File: src/rtl/rtc_58167_pkg.sv
// Shared constants and helpers for the MM58167-compatible time-keeping core.
package rtc_58167_pkg;

  localparam logic [4:0] ADDR_MSEC   = 5'h00;
  localparam logic [4:0] ADDR_CSEC   = 5'h01;
  localparam logic [4:0] ADDR_SEC    = 5'h02;
  localparam logic [4:0] ADDR_MIN    = 5'h03;
  localparam logic [4:0] ADDR_HOUR   = 5'h04;
  localparam logic [4:0] ADDR_DOW    = 5'h05;
  localparam logic [4:0] ADDR_DOM    = 5'h06;
  localparam logic [4:0] ADDR_MON    = 5'h07;
  localparam logic [4:0] ADDR_ISTAT  = 5'h10;
  localparam logic [4:0] ADDR_ICTRL  = 5'h11;
  localparam logic [4:0] ADDR_CRST   = 5'h12;
  localparam logic [4:0] ADDR_RRST   = 5'h13;
  localparam logic [4:0] ADDR_STATUS = 5'h14;
  localparam logic [4:0] ADDR_GO     = 5'h15;

  localparam int unsigned IRQ_TENTH  = 1;
  localparam int unsigned IRQ_SEC    = 2;
  localparam int unsigned IRQ_MIN    = 3;
  localparam int unsigned IRQ_HOUR   = 4;
  localparam int unsigned IRQ_DAY    = 5;
  localparam int unsigned IRQ_WEEK   = 6;
  localparam int unsigned IRQ_MONTH  = 7;

  typedef struct packed {
    logic [7:0] nxt;
    logic       carry;
  } bcd_step_t;

  // Non-BCD values fall through to binary +1 until they hit the wrap value.
  function automatic bcd_step_t bcd_inc(input logic [7:0] value,
                                        input logic [7:0] max,
                                        input logic [7:0] min);
    bcd_step_t r;
    r.carry = 1'b0;
    if (value == max) begin
      r.nxt   = min;
      r.carry = 1'b1;
    end else if (value[3:0] == 4'h9) begin
      r.nxt = {value[7:4] + 4'h1, 4'h0};
    end else begin
      r.nxt = value + 8'h01;
    end
    return r;
  endfunction

  function automatic logic [7:0] days_in_month(input logic [7:0] month);
    case (month)
      8'h02:                      return 8'h28;
      8'h04, 8'h06, 8'h09, 8'h11: return 8'h30;
      default:                    return 8'h31;
    endcase
  endfunction

endpackage

File: src/rtl/rtc_58167_core_counter.sv
// One 8-bit BCD calendar field: load beats clear beats increment.
module rtc_bcd_counter
  import rtc_58167_pkg::*;
(
  input  logic       clk,
  input  logic       reset,
  input  logic       inc,
  input  logic       load,
  input  logic [7:0] load_value,
  input  logic       clear,
  input  logic [7:0] min,
  input  logic [7:0] max,
  output logic [7:0] value,
  output logic       carry
);

  bcd_step_t step;

  // A loaded or cleared field did not wrap, so it passes no carry upward.
  always_comb begin
    step  = bcd_inc(value, max, min);
    carry = inc & ~load & ~clear & step.carry;
  end

  always_ff @(posedge clk) begin
    if (reset)      value <= min;
    else if (load)  value <= load_value;
    else if (clear) value <= min;
    else if (inc)   value <= step.nxt;
  end

endmodule

File: src/rtl/rtc_58167_core.sv
// MM58167 time-keeping core: prescaler, BCD counter chain, RAM, interrupts.
module rtc_58167_core
  import rtc_58167_pkg::*;
#(
  parameter int unsigned CLK_HZ = 10_000_000
) (
  input  logic       clk,
  input  logic       reset,
  input  logic       cs,
  input  logic       rd,
  input  logic       wr,
  input  logic [4:0] addr,
  input  logic [7:0] wdata,
  output logic [7:0] rdata,
  output logic       irq
);

  localparam int unsigned PRESCALE = CLK_HZ / 1000;
  localparam int unsigned PW = (PRESCALE > 1) ? $clog2(PRESCALE) : 1;

  logic [PW-1:0] presc;
  logic          tick;
  logic          rd_en, wr_en, go;
  logic [7:0]    ld, clr, ld_val, evt, rd_mux;
  logic [7:0]    status, control;
  logic          rollover;
  logic [7:0]    ram [8];

  logic [7:0] msec_val, csec_val, sec_val, mins_val, hour_val, dow_val, dom_val, mon_val;
  logic       msec_carry, csec_carry, sec_carry, mins_carry, hour_carry, dow_carry, dom_carry,
              mon_carry;

  assign rd_en  = cs & rd;
  assign wr_en  = cs & wr;
  assign go     = wr_en && (addr == ADDR_GO);
  assign tick   = (presc == PW'(PRESCALE - 1));
  assign ld_val = (addr == ADDR_MSEC) ? {4'h0, wdata[7:4]} : wdata;

  always_comb begin
    ld  = '0;
    clr = '0;
    for (int unsigned i = 0; i < 8; i++) begin
      ld[i]  = wr_en && (addr == 5'(i));
      clr[i] = (wr_en && (addr == ADDR_CRST) && wdata[i]) || (go && (i < 3));
    end
  end

  rtc_bcd_counter u_msec (.clk(clk), .reset(reset), .inc(tick), .load(ld[0]), .load_value(ld_val),
    .clear(clr[0]), .min(8'h00), .max(8'h09), .value(msec_val), .carry(msec_carry));
  rtc_bcd_counter u_csec (.clk(clk), .reset(reset), .inc(msec_carry), .load(ld[1]),
    .load_value(ld_val), .clear(clr[1]), .min(8'h00), .max(8'h99), .value(csec_val),
    .carry(csec_carry));
  rtc_bcd_counter u_sec (.clk(clk), .reset(reset), .inc(csec_carry), .load(ld[2]),
    .load_value(ld_val), .clear(clr[2]), .min(8'h00), .max(8'h59), .value(sec_val),
    .carry(sec_carry));
  rtc_bcd_counter u_mins (.clk(clk), .reset(reset), .inc(sec_carry), .load(ld[3]),
    .load_value(ld_val), .clear(clr[3]), .min(8'h00), .max(8'h59), .value(mins_val),
    .carry(mins_carry));
  rtc_bcd_counter u_hour (.clk(clk), .reset(reset), .inc(mins_carry), .load(ld[4]),
    .load_value(ld_val), .clear(clr[4]), .min(8'h00), .max(8'h23), .value(hour_val),
    .carry(hour_carry));
  rtc_bcd_counter u_dow (.clk(clk), .reset(reset), .inc(hour_carry), .load(ld[5]),
    .load_value(ld_val), .clear(clr[5]), .min(8'h01), .max(8'h07), .value(dow_val),
    .carry(dow_carry));
  rtc_bcd_counter u_dom (.clk(clk), .reset(reset), .inc(hour_carry), .load(ld[6]),
    .load_value(ld_val), .clear(clr[6]), .min(8'h01), .max(days_in_month(mon_val)),
    .value(dom_val), .carry(dom_carry));
  rtc_bcd_counter u_mon (.clk(clk), .reset(reset), .inc(dom_carry), .load(ld[7]),
    .load_value(ld_val), .clear(clr[7]), .min(8'h01), .max(8'h12), .value(mon_val),
    .carry(mon_carry));

  // Tenths live in the high nibble of csec; they step when hundredths roll 9->0.
  always_comb begin
    evt            = '0;
    evt[IRQ_TENTH] = msec_carry & ~ld[1] & ~clr[1] & (csec_val[3:0] == 4'h9);
    evt[IRQ_SEC]   = csec_carry & ~ld[2] & ~clr[2];
    evt[IRQ_MIN]   = sec_carry & ~ld[3] & ~clr[3];
    evt[IRQ_HOUR]  = mins_carry & ~ld[4] & ~clr[4];
    evt[IRQ_DAY]   = hour_carry & (~(ld[5] | clr[5]) | ~(ld[6] | clr[6]));
    evt[IRQ_WEEK]  = dow_carry;
    evt[IRQ_MONTH] = dom_carry & ~ld[7] & ~clr[7];
  end

  always_comb begin
    rd_mux = '0;
    case (addr)
      ADDR_MSEC:   rd_mux = {msec_val[3:0], 4'h0};
      ADDR_CSEC:   rd_mux = csec_val;
      ADDR_SEC:    rd_mux = sec_val;
      ADDR_MIN:    rd_mux = mins_val;
      ADDR_HOUR:   rd_mux = hour_val;
      ADDR_DOW:    rd_mux = dow_val;
      ADDR_DOM:    rd_mux = dom_val;
      ADDR_MON:    rd_mux = mon_val;
      ADDR_ISTAT:  rd_mux = status;
      ADDR_ICTRL:  rd_mux = control;
      ADDR_STATUS: rd_mux = {7'h00, rollover};
      default:     if (addr[4:3] == 2'b01) rd_mux = ram[addr[2:0]];
    endcase
  end

  always_ff @(posedge clk) begin
    if (reset) begin
      presc    <= '0;
      rdata    <= '0;
      status   <= '0;
      control  <= '0;
      rollover <= 1'b0;
      irq      <= 1'b0;
      for (int unsigned i = 0; i < 8; i++) ram[i] <= '0;
    end else begin
      presc <= (go || tick) ? '0 : presc + 1'b1;
      irq   <= |(status & control);
      if (rd_en) rdata <= rd_mux;
      // Bits raised in the clearing cycle survive the read-clear.
      status <= ((rd_en && addr == ADDR_ISTAT) ? 8'h00 : status) | evt;
      if (wr_en && addr == ADDR_ICTRL) control <= wdata;
      if (rd_en && addr == ADDR_STATUS) rollover <= 1'b0;
      else if (tick && rd_en && addr[4:3] == 2'b00) rollover <= 1'b1;
      if (wr_en && addr[4:3] == 2'b01) ram[addr[2:0]] <= wdata;
      else if (wr_en && addr == ADDR_RRST)
        for (int unsigned i = 0; i < 8; i++) if (wdata[i]) ram[i] <= '0;
    end
  end

endmodule
File: config.mk
export PLATFORM = sky130hd
export DESIGN_NAME = rtc_58167_core
export DESIGN_NICKNAME = d
export VERILOG_FILES = /design/src/rtl/rtc_58167_pkg.sv /design/src/rtl/rtc_58167_core_counter.sv /design/src/rtl/rtc_58167_core.sv
export SDC_FILE = /design/constraint.sdc
export NUM_CORES = 1
export LEC_CHECK = 0
export CAP_MARGIN = 10
export CELL_PAD_IN_SITES_DETAIL_PLACEMENT = 1
export CELL_PAD_IN_SITES_GLOBAL_PLACEMENT = 2
export CORE_UTILIZATION = 43
export DETAILED_ROUTE_END_ITERATION = 8
export PLACE_DENSITY = 0.87
export SYNTH_ARGS = -nofsm -noshare
export SYNTH_HDL_FRONTEND = slang
export SYNTH_SLANG_ARGS = --single-unit
export TNS_END_PERCENT = 30
File: constraint.sdc
create_clock -name clk -period 5.65 [get_ports clk]
set_clock_uncertainty 0.2 [all_clocks]
set_input_delay 0.8475 -clock clk [delete_from_list [all_inputs] [get_ports clk]]
set_output_delay 0.8475 -clock clk [all_outputs]
set_load 0.02 [all_outputs]
==> results of run 1 <==
## state kept, by name, summed over array words and instances (netlist names)
signal and count:
u_hour.value 8, u_sec.value 8, rollover 1, u_dom.value 8
u_dow.value 8, rdata 8, u_mins.value 8, u_csec.value 8
ram 64, u_msec.value 8, control 8, presc 14
u_mon.value 8, irq 1, status 7
## path summary, 6_finish.rpt
path | endpoint | slack, ns
min reg2reg | presc[0] | 0.26
max | u_mins.value[5] | 1.48
min | presc[0] | 0.26
max reg2reg | u_sec.value[3] | 1.86
## cell families after synthesis
family                     count (synthesis)  share of synthesized area [%]
and+or+nand+nor                          497                           25.5
adders and majority gates                 31                           3.88
buffers and inverters                     92                           3.58
xor gates and xnor gates                  27                           2.37
DFF                                      167                           39.9
muxes                                     38                           5.82
AOI/OAI and AO/OA                        275                           19.0
## synthesized netlist by cell type (16+ instances only)
library cell	count	area, µm²
a21oi_1	61	305
edfxtp_1	64	1920
a22oi_1	31	233
clkbuf_1	53	199
o22ai_1	17	106
ha_1	31	388
nor2_1	142	533
dfxtp_1	103	2060
xor2_1	16	140
mux2i_1	21	210
nand2_1	100	375
nand3_1	24	120
o32ai_1	16	140
o21ai_0	41	205
mux4_2	16	360
nor3_1	43	215
inv_1	30	113
and2_1	74	463
a211oi_1	24	180
## layout by cell type, fill, tap and decap left out, drive strengths merged, types with 38 or more instances in the layout
cell type	n
dfxtp	103
o21ai	46
inv	38
a21oi	61
and2	74
nor2	142
nor3	45
nand2	100
edfxtp	64
## metrics by stage
step | setup slack (ns) | total power, mW
finish | 1.48 | 2.75
floorplan | 2.28 | 1.45
detailed placement | 1.11 | 1.54
global route | 1.34 | 2.82
CTS | 1.55 | 2.76
global placement | 1.33 | 1.54
## worst max-delay path, stage by stage
cell and delay (ns):
clkdlybuf4s50_1 0.77, nand2b_4 0.13, or4b_2 0.68, a31oi_2 0.63, nor4_2 0.20, nor2_1 0.64
nor2_1 0.13, a211oi_1 0.29
## metal layers
metal  track usage, %  up-vias  wire (µm)
met5                0        -          0
met1             39.7     4633      15300
met3             5.63       85       2220
met4             11.4        0       1170
met2             49.4      338      16300
li1                 -     4186          -
## final cells by class
| type | count | area (µm²) |
|---|---|---|
| Clock buffer | 18 | 450 |
| Clock inverter | 14 | 166 |
| Fill cell | 2626 | 11600 |
| Inverter | 30 | 113 |
| Multi-Input combinational cell | 868 | 5650 |
| Sequential cell | 167 | 3980 |
| Tap cell | 285 | 357 |
| Timing Repair Buffer | 47 | 410 |
## where the power goes
| part | total, mW | internal, mW | switching, mW |
|---|---|---|---|
| Sequential | 1.30 | 1.28 | 0.0198 |
| Clock | 1.23 | 0.642 | 0.590 |
| Combinational | 0.222 | 0.0763 | 0.146 |
==> metrics.cfg, run 1 <==
[layout]
diodes = 0
finalNonFillerCells = 1429
fin_util_pct = 49.0
drive_gt1_share_pct = 8.39
area_growth_pct = 11.4
final_nets = 1180
finalInstanceArea_mm2 = 0.0111

[floorplanning]
core_area_mm2 = 0.0227
rows = 55
die_w_um = 154
die_h_um = 154
start_util_pct = 44.0
io-pin-count = 27
fp.dieArea_mm2 = 0.0239

[global_routing]
grt_usage_pct = 30.2
grt_pass1_vias = 9292
grt_max_degree = 65
grt_pass1_wl_um = 54700
grt_overflow = 0
antenna_found_initial = 0

[place]
port_buffers = 26
hpwlAfterDp_um = 24600
dp.cells = 1397
place_congestion = 0.938
place_area_mm2 = 0.0105

[logic_synthesis]
syn_nets = 1176
yosys_warnings = 0
synth_edf_count = 64
netlist_area_mm2 = 0.00999
synthDistinctLibCells = 78
synth_area_per_cell_um2 = 8.87
synth_seq_cells = 167
async_reset_ff_share_pct = 0
synthFlopType = dfxtp_1
syn_inst = 1127
synth-seq-area-share_pct = 39.9

[clock_network]
cts-root-buf = clkbuf_16
cts.sinks = 167
clk_pin_slew_ns = 0.07
clock_path_buffers = 2
numCtsBuffers = 17
cts_tree = built
cts_hold_buf = 0
htreeDepth = 4
cts_setup_buffers = 0
cts_resized = 0
clkLatencyLatePin_ns = 0.45

[routing]
ant_nets = 0
vias_per_cell = 6.47
drt_wl_total_um = 35000
drt_iter0_drc = 918
vias = 9242
wire_per_inst_um = 24.5
dr.pass1.iters = 5
drc = 0

[critical_path]
crit_arrival_ns = 4.32
startpoint = addr[1]
critPathKind = primary input to flop
crit_required_ns = 5.79
reg2reg_depth = 7
cp_max_fo = 11
critPathLaunchType = primary input
timing.rr.start = presc[4]
endpoint_kind = flop

[status]
run_status = finished clean

[sta]
worst_pin_slew_ns = 1.04
hold_violations = 0
finalCriticalPeriod_ns = 4.17
slew_headroom_pct = 30.3
fmax_mhz = 240
finalSetupTns_ns = 0
hold_ws_ns = 0.256
slew_viol_final = 0
fin_crit_sh_pct = 73.9
final-setup-viol-count = 0
rsz0062_at_grt = false

[pwr]
p_leak_nw = 3.85
ir_drop_mv = 0.209
power_density_mw_per_mm2 = 247

[run]
cap_violations = 0

[worst_hold_path]
hold_class = flop to flop
min-delay-start = presc[0]
holdPathStages = 1

(Power assumes the default switching activity.)
==> inputs of run 2 (changes only) <==
--- a/config.mk
+++ b/config.mk
@@ -8,9 +8,9 @@
 export CAP_MARGIN = 10
 export CELL_PAD_IN_SITES_DETAIL_PLACEMENT = 1
 export CELL_PAD_IN_SITES_GLOBAL_PLACEMENT = 2
-export CORE_UTILIZATION = 43
+export CORE_UTILIZATION = 40
 export DETAILED_ROUTE_END_ITERATION = 8
-export PLACE_DENSITY = 0.87
+export PLACE_DENSITY = 0.82
 export SYNTH_ARGS = -nofsm -noshare
 export SYNTH_HDL_FRONTEND = slang
 export SYNTH_SLANG_ARGS = --single-unit
==> constraint.sdc (replaced) <==
create_clock -name clk -period 3.9 [get_ports clk]
set_clock_uncertainty 0.2 [all_clocks]
set_input_delay 0.585 -clock clk [delete_from_list [all_inputs] [get_ports clk]]
set_output_delay 0.585 -clock clk [all_outputs]
set_load 0.02 [all_outputs]
==> metrics.cfg, run 2 (synthesis gave the netlist of run 1 again) <==
[critical_path]
endpoint_kind = flop  ; unchanged
reg2reg_depth = 8  ; was 7
rrSetupSlack_ns = 0.42  ; was 1.86 ns
critPathLaunchType = flop  ; was primary input
crit_required_ns = 4.03  ; was 5.79 ns
critPathKind = flop to flop  ; was primary input to flop
crit_arrival_ns = 3.61  ; was 4.32 ns
cp_max_fo = 7  ; was 11
reg2reg_to = u_mon.value[0]  ; was u_sec.value[3]
timing.rr.start = u_hour.value[5]  ; was presc[4]

[sta]
finalSetupTns_ns = 0  ; unchanged
hold_violations = 0  ; unchanged
rsz0062_at_grt = false  ; unchanged
fin_crit_sh_pct = 89.1
final-setup-viol-count = 0  ; unchanged
finalCriticalPeriod_ns = 3.48
worst_pin_slew_ns = 0.942  ; was 1.04 ns
hold_ws_ns = 0.251  ; was 0.256 ns
fmax_mhz = 288
slew_viol_final = 0  ; unchanged
slew_headroom_pct = 36.7  ; was 30.3%

[pwr]
power_density_mw_per_mm2 = 351  ; was 247 mW/mm²
ir_drop_mv = 0.261  ; was 0.209 mV
p_leak_nw = 4.07  ; was 3.85 nW

[global_routing]
antenna_found_initial = 1  ; was 0
grt_pass1_vias = 9255  ; was 9,292
grt_max_degree = 59  ; was 65
grt_pass1_wl_um = 55800  ; was 54,700 µm
grt_usage_pct = 28.7  ; was 30.2%
grt_overflow = 0  ; unchanged

[routing]
drt_wl_total_um = 36000  ; was 35,000 µm
wire_per_inst_um = 23.8  ; was 24.5 µm
ant_nets = 0  ; unchanged
vias = 9228  ; was 9,242
drc = 0  ; unchanged
drt_iter0_drc = 678  ; was 918
vias_per_cell = 6.10  ; was 6.47
dr.pass1.iters = 7  ; was 5

[floorplanning]
fp.dieArea_mm2 = 0.0256  ; was 0.0239 mm²
io-pin-count = 27  ; unchanged
core_area_mm2 = 0.0244  ; was 0.0227 mm²
rows = 57  ; was 55
die_w_um = 160  ; was 154 µm
die_h_um = 160  ; was 154 µm
start_util_pct = 41.0  ; was 44.0%

[layout]
fillers = 2859  ; was 2,626
final_nets = 1224  ; was 1,180
diodes = 0  ; unchanged
top_regs = ram (64), presc (14)  ; unchanged
final_cell_mix = nor2_1 (142), dfxtp_1 (103), nand2_1 (100)  ; unchanged
finalNonFillerCells = 1512  ; was 1,429
mostFrequentLayoutCell = nor2_1  ; unchanged
drive_gt1_share_pct = 11.8  ; was 8.39%
finalInstanceArea_mm2 = 0.0115  ; was 0.0111 mm²
area_growth_pct = 15.3  ; was 11.4%
largest_reg_flops = 64  ; unchanged
top_register = ram  ; unchanged

[place]
port_buffers = 26  ; unchanged
place_congestion = 0.933  ; was 0.938
dp.cells = 1480  ; was 1,397
hpwlAfterDp_um = 26100  ; was 24,600 µm
place_area_mm2 = 0.0109  ; was 0.0105 mm²

[clock_network]
clk_pin_slew_ns = 0.08  ; was 0.07 ns
numCtsBuffers = 17  ; unchanged
cts_resized = 0  ; unchanged
clkLatencyLatePin_ns = 0.45  ; about the same
cts_setup_buffers = 0  ; unchanged
cts.sinks = 167  ; unchanged
cts-root-buf = clkbuf_16  ; unchanged
cts_tree = built  ; unchanged
htreeDepth = 4  ; unchanged
cts_hold_buf = 0  ; unchanged
clock_path_buffers = 2  ; unchanged

[worst_hold_path]
holdPathStages = 1  ; unchanged
min-delay-start = presc[0]  ; unchanged
worstHoldEndpoint = presc[0]  ; unchanged
hold_class = flop to flop  ; unchanged

[status]
run_status = finished clean  ; unchanged

[run]
cap_violations = 0  ; unchanged

[run 2: cell types whose count changed in the layout (fill, tap and decap cells not counted), sizes merged]
cell / before / now
buf: 23 / 67
clkinv: 5 / 7
clkbuf: 18 / 17
bufinv: 1 / 0
[run 2: stage by stage]
stage	utilization (%)	setup slack (ns)	total power, mW
after global routing	47.3	0.238	4.16
after global placement	44.7	0.373	2.25
after detailed placement	44.7	0.228	2.26
after CTS	47.3	0.494	4.06
final	47.3	0.423	4.04
after floorplan	-	0.788	2.09
[run 2: power breakdown]
group          internal, mW  switching, mW  leakage (nW)
Combinational         0.125          0.213          2.32
Clock                 0.893          0.924         0.304
Sequential             1.85         0.0314          1.44
[run 2: final cells by class]
class                      instances  area [µm²]  area share [%]
inverter                          30         113           0.977
tap                              324         405            3.52
sequential                       167        3980            34.6
clock buffer                      17         425            3.69
clock inverter                    15         206            1.79
multi-input combinational        868        5650            49.0
timing repair buffer              91         741            6.43
[run 2: how the worst max path moves through the flow]
stage	start	end	slack, ns	cells after the start
6_report	u_hour.value[5]	u_mon.value[0]	0.42	8
5_1_grt	u_csec.value[0]	u_sec.value[3]	0.24	8
4_1_cts	u_hour.value[5]	u_mon.value[0]	0.49	8
3_5_place_dp	addr[2]	u_hour.value[1]	0.23	8
3_3_place_gp	addr[4]	u_mon.value[4]	0.37	8
2_1_floorplan	addr[0]	ram[0][0]	0.79	6
[run 2: per-layer routing]
layer / part of all wire, % / vias to the layer above / GRT usage, % / routed length (µm)
li1: - / 4263 / - / -
met1: 43 / 4618 / 37.7 / 15600
met2: 48 / 277 / 47.3 / 17200
met3: 5.3 / 70 / 4.16 / 1920
met4: 3.8 / 0 / 11.8 / 1360
met5: 0 / - / 0 / 0
[run 2: worst max-delay path, stage by stage (launching register included)]
cell       delay [ns]
dfxtp_1          0.52
ha_1             0.21
or4b_2           0.65
nor4_1           0.40
o2111ai_1        0.23
or4_4            0.51
nor2_1           0.18
nor2_1           0.10
a221o_1          0.35
